## src/rtl/controller_cmd_queue_if.sv

```systemverilog
// Command-queue port bundle between the io/controller side and the queue.
// The master side issues key codes and handshakes; the slave side is the queue itself.
interface controller_cmd_queue_if #(
  parameter int CMD_W = 5,
  parameter int CNT_W = 3
);

  logic [CMD_W-1:0] in_cmd;
  logic             in_valid;
  logic             accept_en;
  logic             cmd_pop;
  logic             flush;
  logic             clear_ovf;

  logic [CMD_W-1:0] cmd_head;
  logic             cmd_valid;
  logic [CMD_W-1:0] cmd_last;
  logic [CNT_W-1:0] count;
  logic             full;
  logic             overflow;

  modport master (
    output in_cmd, in_valid, accept_en, cmd_pop, flush, clear_ovf,
    input  cmd_head, cmd_valid, cmd_last, count, full, overflow
  );

  modport slave (
    input  in_cmd, in_valid, accept_en, cmd_pop, flush, clear_ovf,
    output cmd_head, cmd_valid, cmd_last, count, full, overflow
  );

endinterface

```

## src/rtl/controller_cmd_queue.sv

```systemverilog
// In-order command buffer between the io key strobe and the calculator controller FSM.
// Keeps key presses that arrive while the controller is busy and hands them out oldest-first.
module controller_cmd_queue #(
  parameter int               CMD_W    = 5,
  parameter int               DEPTH    = 4,
  parameter logic [CMD_W-1:0] CMD_IDLE = '0,
  parameter bit               DROP_NEW = 1'b1,
  parameter int               CNT_W    = 3
) (
  input logic                   Clock,
  input logic                   Reset,
  controller_cmd_queue_if.slave bus
);

  localparam int               PTR_W    = (DEPTH > 1) ? $clog2(DEPTH) : 1;
  localparam logic [PTR_W-1:0] PTR_LAST = PTR_W'(DEPTH - 1);
  localparam logic [CNT_W-1:0] CNT_FULL = CNT_W'(DEPTH);

  logic [CMD_W-1:0] mem [DEPTH];
  logic [PTR_W-1:0] rd_ptr, rd_ptr_nxt;
  logic [PTR_W-1:0] wr_ptr, wr_ptr_nxt;
  logic [CNT_W-1:0] count_q, count_nxt;
  logic             overflow_q, overflow_nxt;
  logic [CMD_W-1:0] last_q, last_nxt;
  logic             push, pop, is_empty, is_full, mem_we;

  // DEPTH need not be a power of two, so wrap explicitly at the last slot.
  function automatic logic [PTR_W-1:0] ptr_inc(input logic [PTR_W-1:0] p);
    return (p == PTR_LAST) ? '0 : p + PTR_W'(1);
  endfunction

  assign is_empty = (count_q == '0);
  assign is_full  = (count_q == CNT_FULL);
  assign push     = bus.in_valid & bus.accept_en;
  assign pop      = bus.cmd_pop & ~is_empty;

  always_comb begin
    rd_ptr_nxt   = rd_ptr;
    wr_ptr_nxt   = wr_ptr;
    count_nxt    = count_q;
    overflow_nxt = overflow_q;
    last_nxt     = last_q;
    mem_we       = 1'b0;

    if (bus.flush) begin
      rd_ptr_nxt   = '0;
      wr_ptr_nxt   = '0;
      count_nxt    = '0;
      overflow_nxt = 1'b0;
    end else begin
      if (push && (!is_full || pop)) begin
        mem_we     = 1'b1;
        wr_ptr_nxt = ptr_inc(wr_ptr);
        last_nxt   = bus.in_cmd;
        if (pop)
          rd_ptr_nxt = ptr_inc(rd_ptr);
        else
          count_nxt = count_q + CNT_W'(1);
      end else if (push) begin
        // Overwrite mode sacrifices the oldest entry so the newest key survives.
        if (!DROP_NEW) begin
          mem_we     = 1'b1;
          wr_ptr_nxt = ptr_inc(wr_ptr);
          rd_ptr_nxt = ptr_inc(rd_ptr);
          last_nxt   = bus.in_cmd;
        end
      end else if (pop) begin
        rd_ptr_nxt = ptr_inc(rd_ptr);
        count_nxt  = count_q - CNT_W'(1);
      end

      if (push && is_full && !pop)
        overflow_nxt = 1'b1;
      else if (bus.clear_ovf)
        overflow_nxt = 1'b0;
    end
  end

  always_ff @(posedge Clock or negedge Reset) begin
    if (!Reset) begin
      rd_ptr     <= '0;
      wr_ptr     <= '0;
      count_q    <= '0;
      overflow_q <= 1'b0;
      last_q     <= CMD_IDLE;
    end else begin
      rd_ptr     <= rd_ptr_nxt;
      wr_ptr     <= wr_ptr_nxt;
      count_q    <= count_nxt;
      overflow_q <= overflow_nxt;
      last_q     <= last_nxt;
    end
  end

  // Storage carries no reset; only entries between the pointers are ever observed.
  always_ff @(posedge Clock) begin
    if (mem_we)
      mem[wr_ptr] <= bus.in_cmd;
  end

  assign bus.cmd_head  = is_empty ? CMD_IDLE : mem[rd_ptr];
  assign bus.cmd_valid = ~is_empty;
  assign bus.cmd_last  = last_q;
  assign bus.count     = count_q;
  assign bus.full      = is_full;
  assign bus.overflow  = overflow_q;

endmodule

```

## src/flat_wrapper.sv

```systemverilog
// flat-port wrapper written by rule: the top's interface ports become plain ports
module controller_cmd_queue_flat 
#(
  parameter int               CMD_W    = 5,
  parameter int               DEPTH    = 4,
  parameter logic [CMD_W-1:0] CMD_IDLE = '0,
  parameter bit               DROP_NEW = 1'b1,
  parameter int               CNT_W    = 3
)
  (Clock, Reset, bus_in_cmd, bus_in_valid, bus_accept_en, bus_cmd_pop, bus_flush, bus_clear_ovf, bus_cmd_head, bus_cmd_valid, bus_cmd_last, bus_count, bus_full, bus_overflow);
  controller_cmd_queue_if #(.CMD_W(CMD_W), .CNT_W(CNT_W)) bus_i ();
  input logic Clock;
  input logic Reset;
  input wire logic [$bits(bus_i.in_cmd)-1:0] bus_in_cmd;
  input wire logic [$bits(bus_i.in_valid)-1:0] bus_in_valid;
  input wire logic [$bits(bus_i.accept_en)-1:0] bus_accept_en;
  input wire logic [$bits(bus_i.cmd_pop)-1:0] bus_cmd_pop;
  input wire logic [$bits(bus_i.flush)-1:0] bus_flush;
  input wire logic [$bits(bus_i.clear_ovf)-1:0] bus_clear_ovf;
  output wire logic [$bits(bus_i.cmd_head)-1:0] bus_cmd_head;
  output wire logic [$bits(bus_i.cmd_valid)-1:0] bus_cmd_valid;
  output wire logic [$bits(bus_i.cmd_last)-1:0] bus_cmd_last;
  output wire logic [$bits(bus_i.count)-1:0] bus_count;
  output wire logic [$bits(bus_i.full)-1:0] bus_full;
  output wire logic [$bits(bus_i.overflow)-1:0] bus_overflow;
  assign bus_i.in_cmd = bus_in_cmd;
  assign bus_i.in_valid = bus_in_valid;
  assign bus_i.accept_en = bus_accept_en;
  assign bus_i.cmd_pop = bus_cmd_pop;
  assign bus_i.flush = bus_flush;
  assign bus_i.clear_ovf = bus_clear_ovf;
  assign bus_cmd_head = bus_i.cmd_head;
  assign bus_cmd_valid = bus_i.cmd_valid;
  assign bus_cmd_last = bus_i.cmd_last;
  assign bus_count = bus_i.count;
  assign bus_full = bus_i.full;
  assign bus_overflow = bus_i.overflow;
  controller_cmd_queue #(.CMD_W(CMD_W), .DEPTH(DEPTH), .CMD_IDLE(CMD_IDLE), .DROP_NEW(DROP_NEW), .CNT_W(CNT_W)) u_core (.Clock(Clock), .Reset(Reset), .bus(bus_i));
endmodule
```

## config.mk

```make
export PLATFORM = sky130hd
export DESIGN_NAME = controller_cmd_queue_flat
export DESIGN_NICKNAME = d
export VERILOG_FILES = /design/src/rtl/controller_cmd_queue_if.sv /design/src/rtl/controller_cmd_queue.sv /design/src/flat_wrapper.sv
export SDC_FILE = /design/constraint.sdc
export NUM_CORES = 1
export LEC_CHECK = 0
export BUFFER_PORTS_ARGS = -buffer_cell sky130_fd_sc_hd__buf_4
export CAP_MARGIN = 20
export CORE_AREA = 2 2 65 67
export CTS_CLUSTER_DIAMETER = 60
export DETAILED_ROUTE_END_ITERATION = 16
export DIE_AREA = 0 0 67 69
export GPL_ROUTABILITY_DRIVEN = 0
export PLACE_DENSITY = 0.58
export SYNTH_ARGS = -nofsm -noshare
export SYNTH_HDL_FRONTEND = slang
export SYNTH_SLANG_ARGS = --single-unit
export TNS_END_PERCENT = 30
```

## constraint.sdc

```tcl
create_clock -name Clock -period 5.7 [get_ports Clock]
set_input_delay 0 -clock Clock [delete_from_list [all_inputs] [get_ports Clock]]
set_output_delay 0 -clock Clock [all_outputs]
set_load 0.01 [all_outputs]
```

# Word-level counts from Yosys, hierarchy flattened
# Memories as Yosys holds them, arrays and structs flattened.
# Cells that the tools add are included.
# totals
reg_bits	13
ram_bits	20
inputBits	12
out_inout_bits	16
word_cells	52
n_memories	1
# classes
add_sub_neg	4
eq_ne	5
muxes	21
n_bitwise	4
n_reduce_logical	12
# memory_table
name	words	width	read_ports	rd_clocked_by_memory_dff	write_ports	line_no	text
u_core.mem	4	5	1	0	1	controller_cmd_queue.sv:19	logic [CMD_W-1:0] mem [DEPTH];
# op_table
op	count
2-bit two-way mux	8
3-bit two-way mux	5
1-bit two-way mux	7
3-bit != test (second input constant)	2
3-bit nonzero test	2
5-bit two-way mux	1
2-bit by 1-bit adder with 2-bit output (second input constant)	2
2-bit equality test (second input constant)	2
3-bit by 1-bit adder with 3-bit output (second input constant)	1
3-bit equality test (second input constant)	1
1-bit logical AND	3
3-bit zero test	1
3-bit AND reduction	1
3-bit by 1-bit subtractor with 3-bit output (second input constant)	1
1-bit bitwise AND	2
1-bit zero test	2
1-bit inverter	2
2-bit AND reduction	1
2-bit nonzero test	1
1-bit logical OR	1

# Logic depth before layout (Yosys ltp)
# logic_depth
ltp_word	9
mapped_depth	6
depth_no_buf	6

# Worst setup path before layout
# OpenSTA, ideal clock, no wires.
# synth_timing
kind	reg2reg
start	register u_core.count_q[0] (netlist: u_core.bus.count[0])
end	register u_core.count_q[2] (netlist: u_core.bus.count[2])
setup_time_ns	0.125
arrival_ns	2.306
required_time_ns	5.575
slack_ns	3.269
path_stages_with_launch	7
n_path_buf	0
period_less_slack_ns	2.431
cell_sequence	dfrtp_1 > nor4b_2 > nor2_1 > fa_1 > or3_1 > a211oi_2 > mux2_4
# synth_via
elab_chain_len	7
elab_cells_between_ends	18
cone_classes	add/sub: 2; eq/ne: 3; mux: 5; bitwise: 2; reduce/logical: 6
# synth_rtl
element	line_no	text
from (decl)	controller_cmd_queue.sv:22	logic [CNT_W-1:0] count_q, count_nxt;
from (signal assigned)	controller_cmd_queue.sv:89	count_q <= count_nxt;
parallel branches: the longest is 7 deep, another holds 3-bit by 1-bit subtractor with 3-bit output	n/a	
# Parallel ways; which one is timed is not known. The select of a mux whose other input is x is not followed.
# A chain may end at the register's enable or synchronous reset.

# Worst setup path after layout
# Ends and elaborated chain as after synthesis.

==> reports/qor.yml <==
cp-end-kind: "register"
drt_wl_total_um: 2880
ant_nets: 0
top_usage_layer: "met2"
cts_max_path_buffers: 2
synth_enable_flop_cells: 20
critPathRequiredTime_ps: 5860
critPathMaxFanout: 9
setup_tns_ps: 0
grt_max_degree: 14
ys_ff_latch: 33
yosysMostFrequentCell: "edfxtp_1"
netlist_top_cells_count: "20 x edfxtp_1, 13 x dfrtp_1, 10 x and2_1, 10 x nor2_1"
antenna_found_initial: 0
irDropWorstVdd_v: 0.000123
critPathTopFamily: "simple AND/OR/NAND/NOR gates"
post_cts_resized: 0
grt_pass1_vias: 976
cp.arrival_ps: 2690
status: "finished clean"
synth_top_flop_cell: "edfxtp_1"
yosysTopAreaCell: "edfxtp_1"
synthCells: 108
critPathKind: "reg2reg"
worst_pin_slew_ps: 726
syn-num-nets: 125
dr.first_iter.drc_count: 18
area_delta_synth_final_pct: 26.8
syn_avg_cell_area_um2: 14.1
cp_cell_sequence: "nor4b_2 > nor2_1 > fa_1 > or3_1 > a211oi_2 > mux2_4"
clock.fmax_mhz: 396
synth_warnings: 0
dr.pass1.iters: 4
dp_hpwl_um: 2040
vias: 940
hold_path_class: "in2reg"
diodes: 0
crit_slowest_cell: "dfrtp_1"
finalMaxSlewViolations: 0
die_w_um: 67
max-cap-violations: 0
track_usage_pct: 14.5
rows: 23
routedWlPerCell_um: 14.6
rsz0062_at_grt: "no"
power_density_mw_per_mm2: 339
n_fill_cell: 360
yosysTopAreaCellShare_pct: 39.3
port_buffers: 27
cts.sinks: 33
coreArea_mm2: 0.00391
place_area_mm2: 0.00178
grt_overflow_total: 0
cts_inserted_buffers: 5
crit_buf_inv: 0
grtUsageMet3_pct: 3.92
grt.met2_usage_pct: 23.2
clk_pin_slew_ps: 60
ctsRootBufferMaster: "clkbuf_8"
holdPathStages: 3
hold_viol: 0
worst_r2r_path_depth: 6
p_leak_nw: 0.768
initial_utilization_pct: 39.0
vias_per_cell: 4.77
drc_errors: 0
die-area_mm2: 0.00462
die_height_um: 69
fin_hold_ws_ps: 78.7
h-tree-depth: 2
synthTopCellsByArea: "edfxtp_1 39%, dfrtp_1 21%, mux4_2 7.4%"
clk_latency_ps: 280
slew_headroom_pct: 51.3
post-route-util_pct: 49.5
netlist_area_mm2: 0.00153
timing.final.crit_period_ps: 2530
critical-path-max-stage-delay_ps: 460
timing.final.crit_share_pct: 44.3
synthArstFlopShare_pct: 39.4
finalSetupViolations: 0
ios: 28
fin_nets: 163
ys_types: 30
critPathLaunchType: "register"
fin_skew_ps: 3.79
design_area_mm2: 0.00194
cts_tree: "yes"
met1_usage_pct: 18.0
worst-path-stages: 6
yosysSeqAreaShare_pct: 60.7
drive_gt1_share_pct: 33.3
grt_pass1_wl_um: 4820
==> repair_timing <==
action / in CTS / in global routing
hold buffers: 8 / 0
hold endpoints to repair: 45 / 0
endpoints found under the setup margin: 0 / 0
buffers inserted: 0 / 0
==> registers in the layout, indices dropped and copies added (netlist names) <==
name                 flops
u_core.mem              20
u_core.wr_ptr            2
u_core.bus.overflow      1
u_core.rd_ptr            2
u_core.bus.count         3
u_core.bus.cmd_last      5
==> layer usage <==
metal	routed length, µm	vias to the layer above
met1	1280	449
met5	0	-
met3	118	6
li1	-	467
met2	1430	18
met4	46	0
==> placed cells by master (no fill, tap or decap), types with 2 or more instances in the layout <==
cell and count:
a21oi_1 6, and2_1 10, buf_4 27, clkbuf_1 2, clkbuf_8 5, dfrtp_1 13
dlygate4sd3_1 8, edfxtp_1 20, ha_1 4, inv_1 6, mux2_2 5, mux4_2 5
nand2_1 2, nor2_1 10, o21ai_0 2, or3_1 4, xor2_1 2
==> kinds of logic after synthesis <==
logic type                 Yosys count  synth area share [%]
adders and majority gates            5                  4.59
muxes                               11                  12.0
and+or+nand+nor                     33                  12.6
buffers and inverters               10                  2.54
AOI/OAI and AO/OA                   14                  6.39
DFF                                 33                  60.7
xor gates and xnor gates             2                  1.15
==> layout make-up <==
type,count,area [µm²],share of cell area (%)
clock inverters,1,3.75,0.194
repair buffers,35,283,14.6
well taps,50,62.6,3.23
multi-input cells,65,562,29.0
flip-flops and latches,33,926,47.8
clock buffers,7,76.3,3.94
inverters,6,22.5,1.16
==> power breakdown <==
group | switching (mW) | internal (mW) | total, mW
Clock | 0.0765 | 0.0848 | 0.161
Combinational | 0.0840 | 0.109 | 0.193
Sequential | 0.0275 | 0.275 | 0.302
==> per-stage QoR <==
step | total power, mW | setup WS [ps] | std cells
CTS | 0.667 | 3170 | 197
global placement | 0.497 | 3230 | 181
floorplan | 0.416 | 3270 | 108
finish | 0.657 | 3170 | 197
detailed placement | 0.500 | 3170 | 181
global route | 0.700 | 3040 | 197
==> path summary, 6_finish.rpt <==
path	startpoint	to	slack (ps)
worst min-delay path	bus_cmd_pop	u_core.bus.overflow	80
max in group asynchronous	Reset	u_core.bus.overflow	5420
worst max register to register	u_core.bus.count[0]	u_core.bus.count[2]	3170
min in group asynchronous	Reset	u_core.bus.cmd_last[2]	100
worst max-delay path	u_core.bus.count[0]	u_core.bus.count[2]	3170
worst min register to register	u_core.bus.cmd_last[1]	u_core.bus.cmd_last[1]	510
==> tightest hold or removal path, stage by stage <==
cell	delay [ps]
buf_4	120
o32a_1	160
nor2_1	40
No activity file was read; power rests on OpenSTA's default activity.
